===== src/rtl/muldiv_unit.sv =====
// muldiv_unit: multi-cycle multiply / divide unit producing a {hi,lo} result.
// Multiplies complete after MUL_STAGES cycles; divides use a restoring radix-2
// loop on operand magnitudes followed by one sign-correction cycle.
// Optional feature: define MULDIV_MADD_EN to enable madd/maddu/msub/msubu.
module muldiv_unit #(
  parameter int WIDTH      = 32,
  parameter int MUL_STAGES = 2
) (
  input  logic               clk,
  input  logic               rst,
  input  logic               start_i,
  input  logic [2:0]         op_i,
  input  logic [WIDTH-1:0]   opa_i,
  input  logic [WIDTH-1:0]   opb_i,
  input  logic [2*WIDTH-1:0] hilo_i,
  input  logic               annul_i,
  output logic               busy_o,
  output logic               done_o,
  output logic [2*WIDTH-1:0] result_o,
  output logic               div_by_zero_o
);

  localparam int CW = $clog2(WIDTH + 1);

  typedef enum logic [2:0] {IDLE, MUL, DIV, FIX, DONE} state_t;

  state_t             state_q, state_d;
  logic [CW-1:0]      cnt_q, cnt_d;
  logic [2:0]         op_q, op_d;
  logic [WIDTH-1:0]   opa_q, opa_d;
  logic [WIDTH-1:0]   opb_q, opb_d;
  logic [WIDTH-1:0]   rem_q, rem_d;
  logic [WIDTH-1:0]   quo_q, quo_d;
  logic               qneg_q, qneg_d;
  logic               rneg_q, rneg_d;
  logic               busy_q, busy_d;
  logic               done_q, done_d;
  logic               dbz_q, dbz_d;
  logic [2*WIDTH-1:0] result_q, result_d;

  logic               op_ok;
  logic               accept;
  logic [2:0]         m_op;
  logic [WIDTH-1:0]   m_a, m_b;
  logic [2*WIDTH-1:0] mul_res;

`ifdef MULDIV_MADD_EN
  logic [2*WIDTH-1:0] hilo_q, hilo_d;
  logic [2*WIDTH-1:0] m_hilo;
  assign op_ok = 1'b1;
`else
  logic unused_bits;
  assign op_ok       = ~op_i[2];
  assign unused_bits = ^{hilo_i, m_op[2:1]};
`endif

  assign accept = start_i & ~busy_q & ~annul_i & op_ok;

  // Absolute value of a possibly signed operand
  function automatic logic [WIDTH-1:0] mag(input logic [WIDTH-1:0] x, input logic sgn);
    return (sgn && x[WIDTH-1]) ? (~x + 1'b1) : x;
  endfunction

  // One restoring-division step: returns {remainder, quotient shift register}
  function automatic logic [2*WIDTH-1:0] div_step(input logic [WIDTH-1:0] rem,
                                                  input logic [WIDTH-1:0] quo,
                                                  input logic [WIDTH-1:0] d);
    logic [WIDTH:0]   sh;
    logic [WIDTH-1:0] diff;
    sh   = {rem, quo[WIDTH-1]};
    diff = sh[WIDTH-1:0] - d;
    if (sh >= {1'b0, d}) return {diff, quo[WIDTH-2:0], 1'b1};
    else                 return {sh[WIDTH-1:0], quo[WIDTH-2:0], 1'b0};
  endfunction

  // Full-width signed or unsigned product, modulo 2^(2*WIDTH)
  function automatic logic [2*WIDTH-1:0] mul_prod(input logic uns,
                                                  input logic [WIDTH-1:0] a,
                                                  input logic [WIDTH-1:0] b);
    logic [2*WIDTH-1:0] ea, eb;
    ea = uns ? {{WIDTH{1'b0}}, a} : {{WIDTH{a[WIDTH-1]}}, a};
    eb = uns ? {{WIDTH{1'b0}}, b} : {{WIDTH{b[WIDTH-1]}}, b};
    return ea * eb;
  endfunction

  // Multiply-path result: live inputs while idle (single-stage case), captured operands otherwise
  always_comb begin
    m_op    = (state_q == IDLE) ? op_i  : op_q;
    m_a     = (state_q == IDLE) ? opa_i : opa_q;
    m_b     = (state_q == IDLE) ? opb_i : opb_q;
    mul_res = mul_prod(m_op[0], m_a, m_b);
`ifdef MULDIV_MADD_EN
    m_hilo  = (state_q == IDLE) ? hilo_i : hilo_q;
    if (m_op[2]) mul_res = m_op[1] ? (m_hilo - mul_res) : (m_hilo + mul_res);
`endif
  end

  // Next-state and datapath control
  // The first quotient bit is produced on the accept edge so that WIDTH bits
  // plus the FIX cycle fit before DONE at T+WIDTH+1.
  always_comb begin
    state_d  = state_q;
    cnt_d    = cnt_q;
    op_d     = op_q;
    opa_d    = opa_q;
    opb_d    = opb_q;
    rem_d    = rem_q;
    quo_d    = quo_q;
    qneg_d   = qneg_q;
    rneg_d   = rneg_q;
    dbz_d    = dbz_q;
    result_d = result_q;
`ifdef MULDIV_MADD_EN
    hilo_d   = hilo_q;
`endif
    case (state_q)
      IDLE: begin
        if (accept) begin
          op_d  = op_i;
          opa_d = opa_i;
          opb_d = opb_i;
`ifdef MULDIV_MADD_EN
          hilo_d = hilo_i;
`endif
          if (op_i[2:1] == 2'b01) begin
            if (opb_i == '0) begin
              state_d  = DONE;
              result_d = {opa_i, {WIDTH{1'b1}}};
              dbz_d    = 1'b1;
            end else begin
              state_d        = DIV;
              cnt_d          = CW'(1);
              opb_d          = mag(opb_i, ~op_i[0]);
              qneg_d         = ~op_i[0] & (opa_i[WIDTH-1] ^ opb_i[WIDTH-1]);
              rneg_d         = ~op_i[0] & opa_i[WIDTH-1];
              {rem_d, quo_d} = div_step('0, mag(opa_i, ~op_i[0]), mag(opb_i, ~op_i[0]));
            end
          end else if (MUL_STAGES == 1) begin
            state_d  = DONE;
            result_d = mul_res;
            dbz_d    = 1'b0;
          end else begin
            state_d = MUL;
            cnt_d   = CW'(1);
          end
        end
      end
      MUL: begin
        if (annul_i) begin
          state_d = IDLE;
          cnt_d   = '0;
        end else if (cnt_q == CW'(MUL_STAGES - 1)) begin
          state_d  = DONE;
          cnt_d    = '0;
          result_d = mul_res;
          dbz_d    = 1'b0;
        end else begin
          cnt_d = cnt_q + 1'b1;
        end
      end
      DIV: begin
        if (annul_i) begin
          state_d = IDLE;
          cnt_d   = '0;
        end else begin
          {rem_d, quo_d} = div_step(rem_q, quo_q, opb_q);
          if (cnt_q == CW'(WIDTH - 1)) begin
            state_d = FIX;
            cnt_d   = '0;
          end else begin
            cnt_d = cnt_q + 1'b1;
          end
        end
      end
      FIX: begin
        if (annul_i) begin
          state_d = IDLE;
        end else begin
          state_d  = DONE;
          result_d = {(rneg_q ? (~rem_q + 1'b1) : rem_q),
                      (qneg_q ? (~quo_q + 1'b1) : quo_q)};
          dbz_d    = 1'b0;
        end
      end
      DONE: state_d = IDLE;
      default: begin
        state_d = IDLE;
        cnt_d   = '0;
      end
    endcase
    busy_d = (state_d != IDLE);
    done_d = (state_d == DONE);
  end

  // State and output registers with synchronous reset
  always_ff @(posedge clk) begin
    if (rst) begin
      state_q  <= IDLE;
      cnt_q    <= '0;
      op_q     <= '0;
      opa_q    <= '0;
      opb_q    <= '0;
      rem_q    <= '0;
      quo_q    <= '0;
      qneg_q   <= 1'b0;
      rneg_q   <= 1'b0;
      busy_q   <= 1'b0;
      done_q   <= 1'b0;
      dbz_q    <= 1'b0;
      result_q <= '0;
`ifdef MULDIV_MADD_EN
      hilo_q   <= '0;
`endif
    end else begin
      state_q  <= state_d;
      cnt_q    <= cnt_d;
      op_q     <= op_d;
      opa_q    <= opa_d;
      opb_q    <= opb_d;
      rem_q    <= rem_d;
      quo_q    <= quo_d;
      qneg_q   <= qneg_d;
      rneg_q   <= rneg_d;
      busy_q   <= busy_d;
      done_q   <= done_d;
      dbz_q    <= dbz_d;
      result_q <= result_d;
`ifdef MULDIV_MADD_EN
      hilo_q   <= hilo_d;
`endif
    end
  end

  assign busy_o        = busy_q;
  assign done_o        = done_q;
  assign result_o      = result_q;
  assign div_by_zero_o = dbz_q;

endmodule

===== config.mk =====
export PLATFORM = sky130hd
export DESIGN_NAME = muldiv_unit
export DESIGN_NICKNAME = d
export VERILOG_FILES = /design/src/rtl/muldiv_unit.sv
export SDC_FILE = /design/constraint.sdc
export NUM_CORES = 2
export LEC_CHECK = 0
export ABC_CLOCK_PERIOD_IN_PS = 12700
export CELL_PAD_IN_SITES_DETAIL_PLACEMENT = 1
export CELL_PAD_IN_SITES_GLOBAL_PLACEMENT = 1
export CORE_UTILIZATION = 35
export DETAILED_ROUTE_END_ITERATION = 6
export DONT_BUFFER_PORTS = 1
export PLACE_DENSITY = 0.61
export SLEW_MARGIN = 20
export SYNTH_ARGS = -nofsm -noshare
export SYNTH_HDL_FRONTEND = slang
export SYNTH_SLANG_ARGS = --single-unit

===== constraint.sdc =====
create_clock -name clk -period 12.7 [get_ports clk]
set_input_delay 2.54 -clock clk [delete_from_list [all_inputs] [get_ports clk]]
set_output_delay 2.54 -clock clk [all_outputs]
set_load 0.005 [all_outputs]

======== Word level (Yosys, flattened, before mapping) ========
Index checks and enable logic that the tools add are counted.
storage, ports and cells
  register bits after elaboration ......... 207
  bits of input ports ..................... 135
  output and inout port bits .............. 67
  logic and storage cells ................. 123
operators by class
  add/subtract/negate cells ............... 7
  multiply operators ...................... 1
  magnitude comparators ................... 2
  equality and inequality tests ........... 17
  muxes and demuxes ....................... 54
  bitwise gates (word level) .............. 16
  reduce and logical (&&, ||, !) cells .... 13
operator list
  kind                     number
  $mux W64                 10
  $mux W32                 16
  $pmux W64 S3             1
  $add A32 B1 Y32 const B  4
  $not A32 Y32             4
  $pmux W32 S2             2
  $mul A64 B64 Y64         1
  $mux W6                  7
  $ge A33 B32 Y1           1
  $ge A1 B32 Y1            1
  $logic_not A32 Y1        1
  $sub A1 B32 Y32          1
  $sub A32 B32 Y32         1
  $mux W3                  8
  $pmux W6 S4              1
  $ne A2 B2 Y1 const B     6
  $pmux W3 S4              1
  $mux W1                  7
  $reduce_and A7 Y1        1
  $add A6 B1 Y6 const B    1
  $eq A3 B2 Y1 const B     2
  $eq A3 B3 Y1 const B     2
  $eq A6 B1 Y1 const B     1
  $eq A6 B5 Y1 const B     1
  other kinds (17)         29

======== Depth between registers and ports, before layout ========
  depth after elaboration ................. 9
  mapped depth ............................ 41
  mapped depth without buffers ............ 37

======== Least setup slack after synthesis ========
No wires, ideal clock.
  kind .................................... input-to-reg
  from .................................... in opa_i[31]
  to ...................................... reg result_q[62] (netlist: result_o[62])
  setup time .............................. 0.146 ns
  arrival time ............................ 11.839 ns
  data required time ...................... 12.554 ns
  slack ................................... 0.715 ns
  cell stages on the path ................. 32
  buffers on the path ..................... 2
  cells stage by stage .................... clkbuf_1 -> nand2b_1 -> o21ai_1 -> clkbuf_1 -> nand2_1 -> fa_1 -> inv_1 -> fa_1 -> fa_1 -> inv_1 -> fa_1 -> inv_1 -> fa_1 -> fa_1 -> fa_1 -> fa_1 -> fa_1 -> inv_1 -> fa_1 -> inv_1 -> ha_1 -> a21o_1 -> a21o_1 -> a21o_1 -> a211o_1 -> a211o_1 -> a21o_1 -> a311oi_1 -> o41ai_1 -> nor2b_1 -> mux2i_1 -> a41oi_1
on the way
  cells in the longest elaborated chain, start to end .. 6
ends and longest elaborated chain
  item                  line  RTL
  from (decl)           13    input logic [WIDTH-1:0] opa_i,
  $mux W32              89    m_a = (state_q == IDLE) ? opa_i : opa_q;
  $mux W64              81    ea = uns ? {{WIDTH{1'b0}}, a} : {{WIDTH{a[WIDTH-1]}}, a};
  $mul A64 B64 Y64      83    return ea * eb;
  $mux W64              152   end else if (cnt_q == CW'(MUL_STAGES - 1)) begin
  $mux W64              149   if (annul_i) begin
  $pmux W64 S3          116   case (state_q)
  to (signal assigned)  227   result_q <= result_d;
  to (decl)             39    logic [2*WIDTH-1:0] result_q, result_d;
Every way passes these cells. The select of a mux whose other input is x is not followed.
A chain may end at the register's enable or synchronous reset.

======== Final worst setup path ========
  from .................................... reg state_q[1]
  to ...................................... reg result_q[59] (netlist: result_o[59])
on the way
  cells in the longest elaborated chain, start to end .. 7
  elaborated cells between the ends (all ways) .. 20
  those cells by class .................... 1 x mul; 8 x eq/ne; 8 x mux; 3 x reduce/logical
ends and longest elaborated chain
  item                                    line    RTL
  from (decl)                             27      state_t state_q, state_d;
  from (signal assigned)                  215     state_q <= state_d;
  $logic_not A3 Y1                        --
  $mux W32, or another cell as far along  89
  $mux W64 (on tied branches)             81, 82
  $mul A64 B64 Y64                        83
  $mux W64                                152
  $mux W64                                149
  $pmux W64 S3                            116
Parallel ways exist; a longest one is shown, timed or not. The select of a mux whose other input is x is not followed.

==> results by group <==
Run status
  – Status: complete, no violations

Route
  – Detailed-route wire length per cell: 26.2 um
  – DR vias: 49600
  – Antenna violation net count after detailed routing: 0
  – Vias/cell: 5.27
  – Initial DRC count: 3450
  – Detailed Route WL: 246000 um
  – Post-route DRC violation count: 0
  – Drt first pass iters: 5

Timing
  – Final setup vio count: 0
  – Final hold vios: 0
  – Peak Freq: 83.5 MHz
  – Slew headroom: 21.4%
  – Setup TNS: 0 ns
  – Max-slew violation count: 0
  – Post-route minimum period: 11.97 ns
  – Worst-Margin Slew: 1.17 ns
  – Fin Hold WS: 0.477 ns
  – RSZ-0062 raised after global routing: false
  – Period Utilization, post-route: 94.3%
  – Clock Skew: 0.0588 ns

Logic synthesis
  – Synth Instances: 7178
  – Sequential fraction of the synthesis area: 6.77%
  – Syn_area_per_cell: 8.53 um2
  – Async SR Flop Fraction: 0%
  – Yosys reg bits: 207
  – Distinct cells, synth: 81
  – Ys Warns: 0
  – EDFF count, synth: 0
  – Syn Std Cell Area: 61200 um2
  – Prevailing post-synth register cell: dfxtp_1
  – Mapped Nets: 9081

Floorplan
  – Die ar.: 177000 um2
  – Die height: 420 um
  – Core region area: 174000 um2
  – Cell row count: 153
  – Die W: 420 um
  – Initial core utilization: 35.2%
  – Ports: 202

Layout
  – Final Instance Area: 66200 um2
  – # nets final: 8968
  – Synth-to-Final Area Change: 8.15%
  – Fill cells: 20600
  – Layout cells sized above 1: 5.69%
  – Non-filler cells, final: 9412

GRT
  – Largest net degree at the start of global routing: 180
  – Vias in the first global route: 54800
  – Initial antenna violation count: 9
  – Total global-route track usage: 28.6%
  – Grt total ovfl: 0
  – First-pass GRT wire length: 370000 um

Worst setup path
  – Crit end category: flip-flop
  – Arr. time, crit path: 12.39 ns
  – Largest stage delay on the critical path: 0.68 ns
  – Critical path peak fanout: 35
  – Worst Setup Start Kind: flip-flop
  – Req. time, crit path: 13.12 ns
  – CP max-delay cell: xnor2_1
  – Crit path kind: reg -> reg
  – CP dominant cell by count: fa_1

Placement
  – Cell area after placement: 65100 um2
  – Final GP Congestion: 0.944
  – Detail Placement HPWL: 207000 um
  – # port buffers: 0
  – Placed cell count: 9359

Clock tree
  – Clock sink count: 207
  – Clk Latency, worst-skew pair: 0.62 ns
  – Hold buffers post-CTS: 0
  – Clock-pin slew on the worst setup and hold paths: 0.06 ns
  – H-tree levels: 1
  – Root Driver: clkbuf_16
  – CTS buffer count: 27
  – Longest Clk Path Bufs: 3
  – Post-CTS setup buffer count: 0
  – CTS tree: done
  – Cells resized by post-CTS repair: 0

Worst hold path
  – Worst Hold Class: reg -> reg

Run
  – Max-cap violations: 0
## worst paths after layout
path | startpoint | endpoint | slack [ns] | depth (start not counted)
setup / recovery | state_q[1] | result_o[59] | 0.73 | 34
hold / removal | result_o[33] | result_o[33] | 0.48 | 2
setup reg to reg | state_q[1] | result_o[59] | 0.73 | 34
hold reg to reg | result_o[33] | result_o[33] | 0.48 | 2
## per-stage QoR
step	setup slack (ns)	utilization, %
3_5_place_dp	0.139	37.5
6_report	0.727	38.1
5_1_grt	0.267	38.1
4_1_cts	0.659	38.1
2_1_floorplan	0.715	-
3_3_place_gp	0.178	37.5
## layout make-up
cell class                      instances  area (um2)  share of cell area [%]
Timing Repair Buffer                  227        1890                    2.85
Antenna cell                            1        2.50                 0.00378
Clock inverter                         16         267                   0.402
Sequential cell                       207        4150                    6.27
Clock buffer                           34         762                    1.15
Multi-Input combinational cell       5007       50300                    75.9
Inverter                             1595        5990                    9.04
Tap cell                             2325        2910                    4.39
## critical path: cells and delay by family (launching register included)
kind,cells,cell delay [ns]
flops,1,0.47
simple gates,6,2.18
buf+inv,9,1.69
mux,1,0.38
fa+ha+maj,10,4.62
compound gates,7,1.70
xor+xnor,1,0.68
## layout by cell type, fill, tap and decap left out, drive strengths merged, types with 73 or more instances in the layout
cell type,Yosys,final
inv,1594,1595
fa,1420,1420
nand2,888,888
nor2,865,865
ha,348,348
a21oi,242,242
buf,31,227
dfxtp,207,207
o21ai,173,173
xnor2,150,150
a211oi,85,85
xor2,83,83
mux2i,73,73
## sequential cells by signal (all words and copies together) (netlist names)
signal         flops
rem_q             32
opa_q             32
result_o          64
rneg_q             1
cnt_q              6
qneg_q             1
quo_q             32
done_o             1
busy_o             1
opb_q             32
div_by_zero_o      1
op_q               1
state_q            3
## synth_stat cells, types with 31 or more instances
cell | number | area, um2
inv_1 | 1594 | 5980
fa_1 | 1420 | 28400
nand2_1 | 888 | 3330
nor2_1 | 865 | 3250
ha_1 | 348 | 4350
clkbuf_1 | 335 | 1260
a21oi_1 | 242 | 1210
dfxtp_1 | 207 | 4140
o21ai_0 | 157 | 786
xnor2_1 | 150 | 1310
a211oi_1 | 85 | 638
xor2_1 | 83 | 727
mux2i_1 | 73 | 731
nor3_1 | 72 | 360
a21o_1 | 67 | 503
o211ai_1 | 42 | 315
nand3_1 | 33 | 165
or3_1 | 31 | 194
## per-layer routing
| metal | global-route usage, % | wire length, um | up-vias |
|---|---|---|---|
| li1 | - | - | 21500 |
| met1 | 38.8 | 106000 | 26500 |
| met2 | 47.8 | 118000 | 1256 |
| met3 | 2.87 | 12100 | 333 |
| met4 | 9.50 | 10100 | 8 |
| met5 | 0 | 55 | - |
## logic make-up after synthesis
group           after synthesis  synth area share, %
simple gates               2086                 14.1
buf+inv                    1964                 12.1
compound gates              845                 8.91
xor+xnor                    233                 3.33
fa+ha+maj                  1768                 53.5
mux                          75                 1.23
flops                       207                 6.77
Power is not shown: default switching activity piles up to over one toggle a cycle in this logic, so the estimate is an artifact.
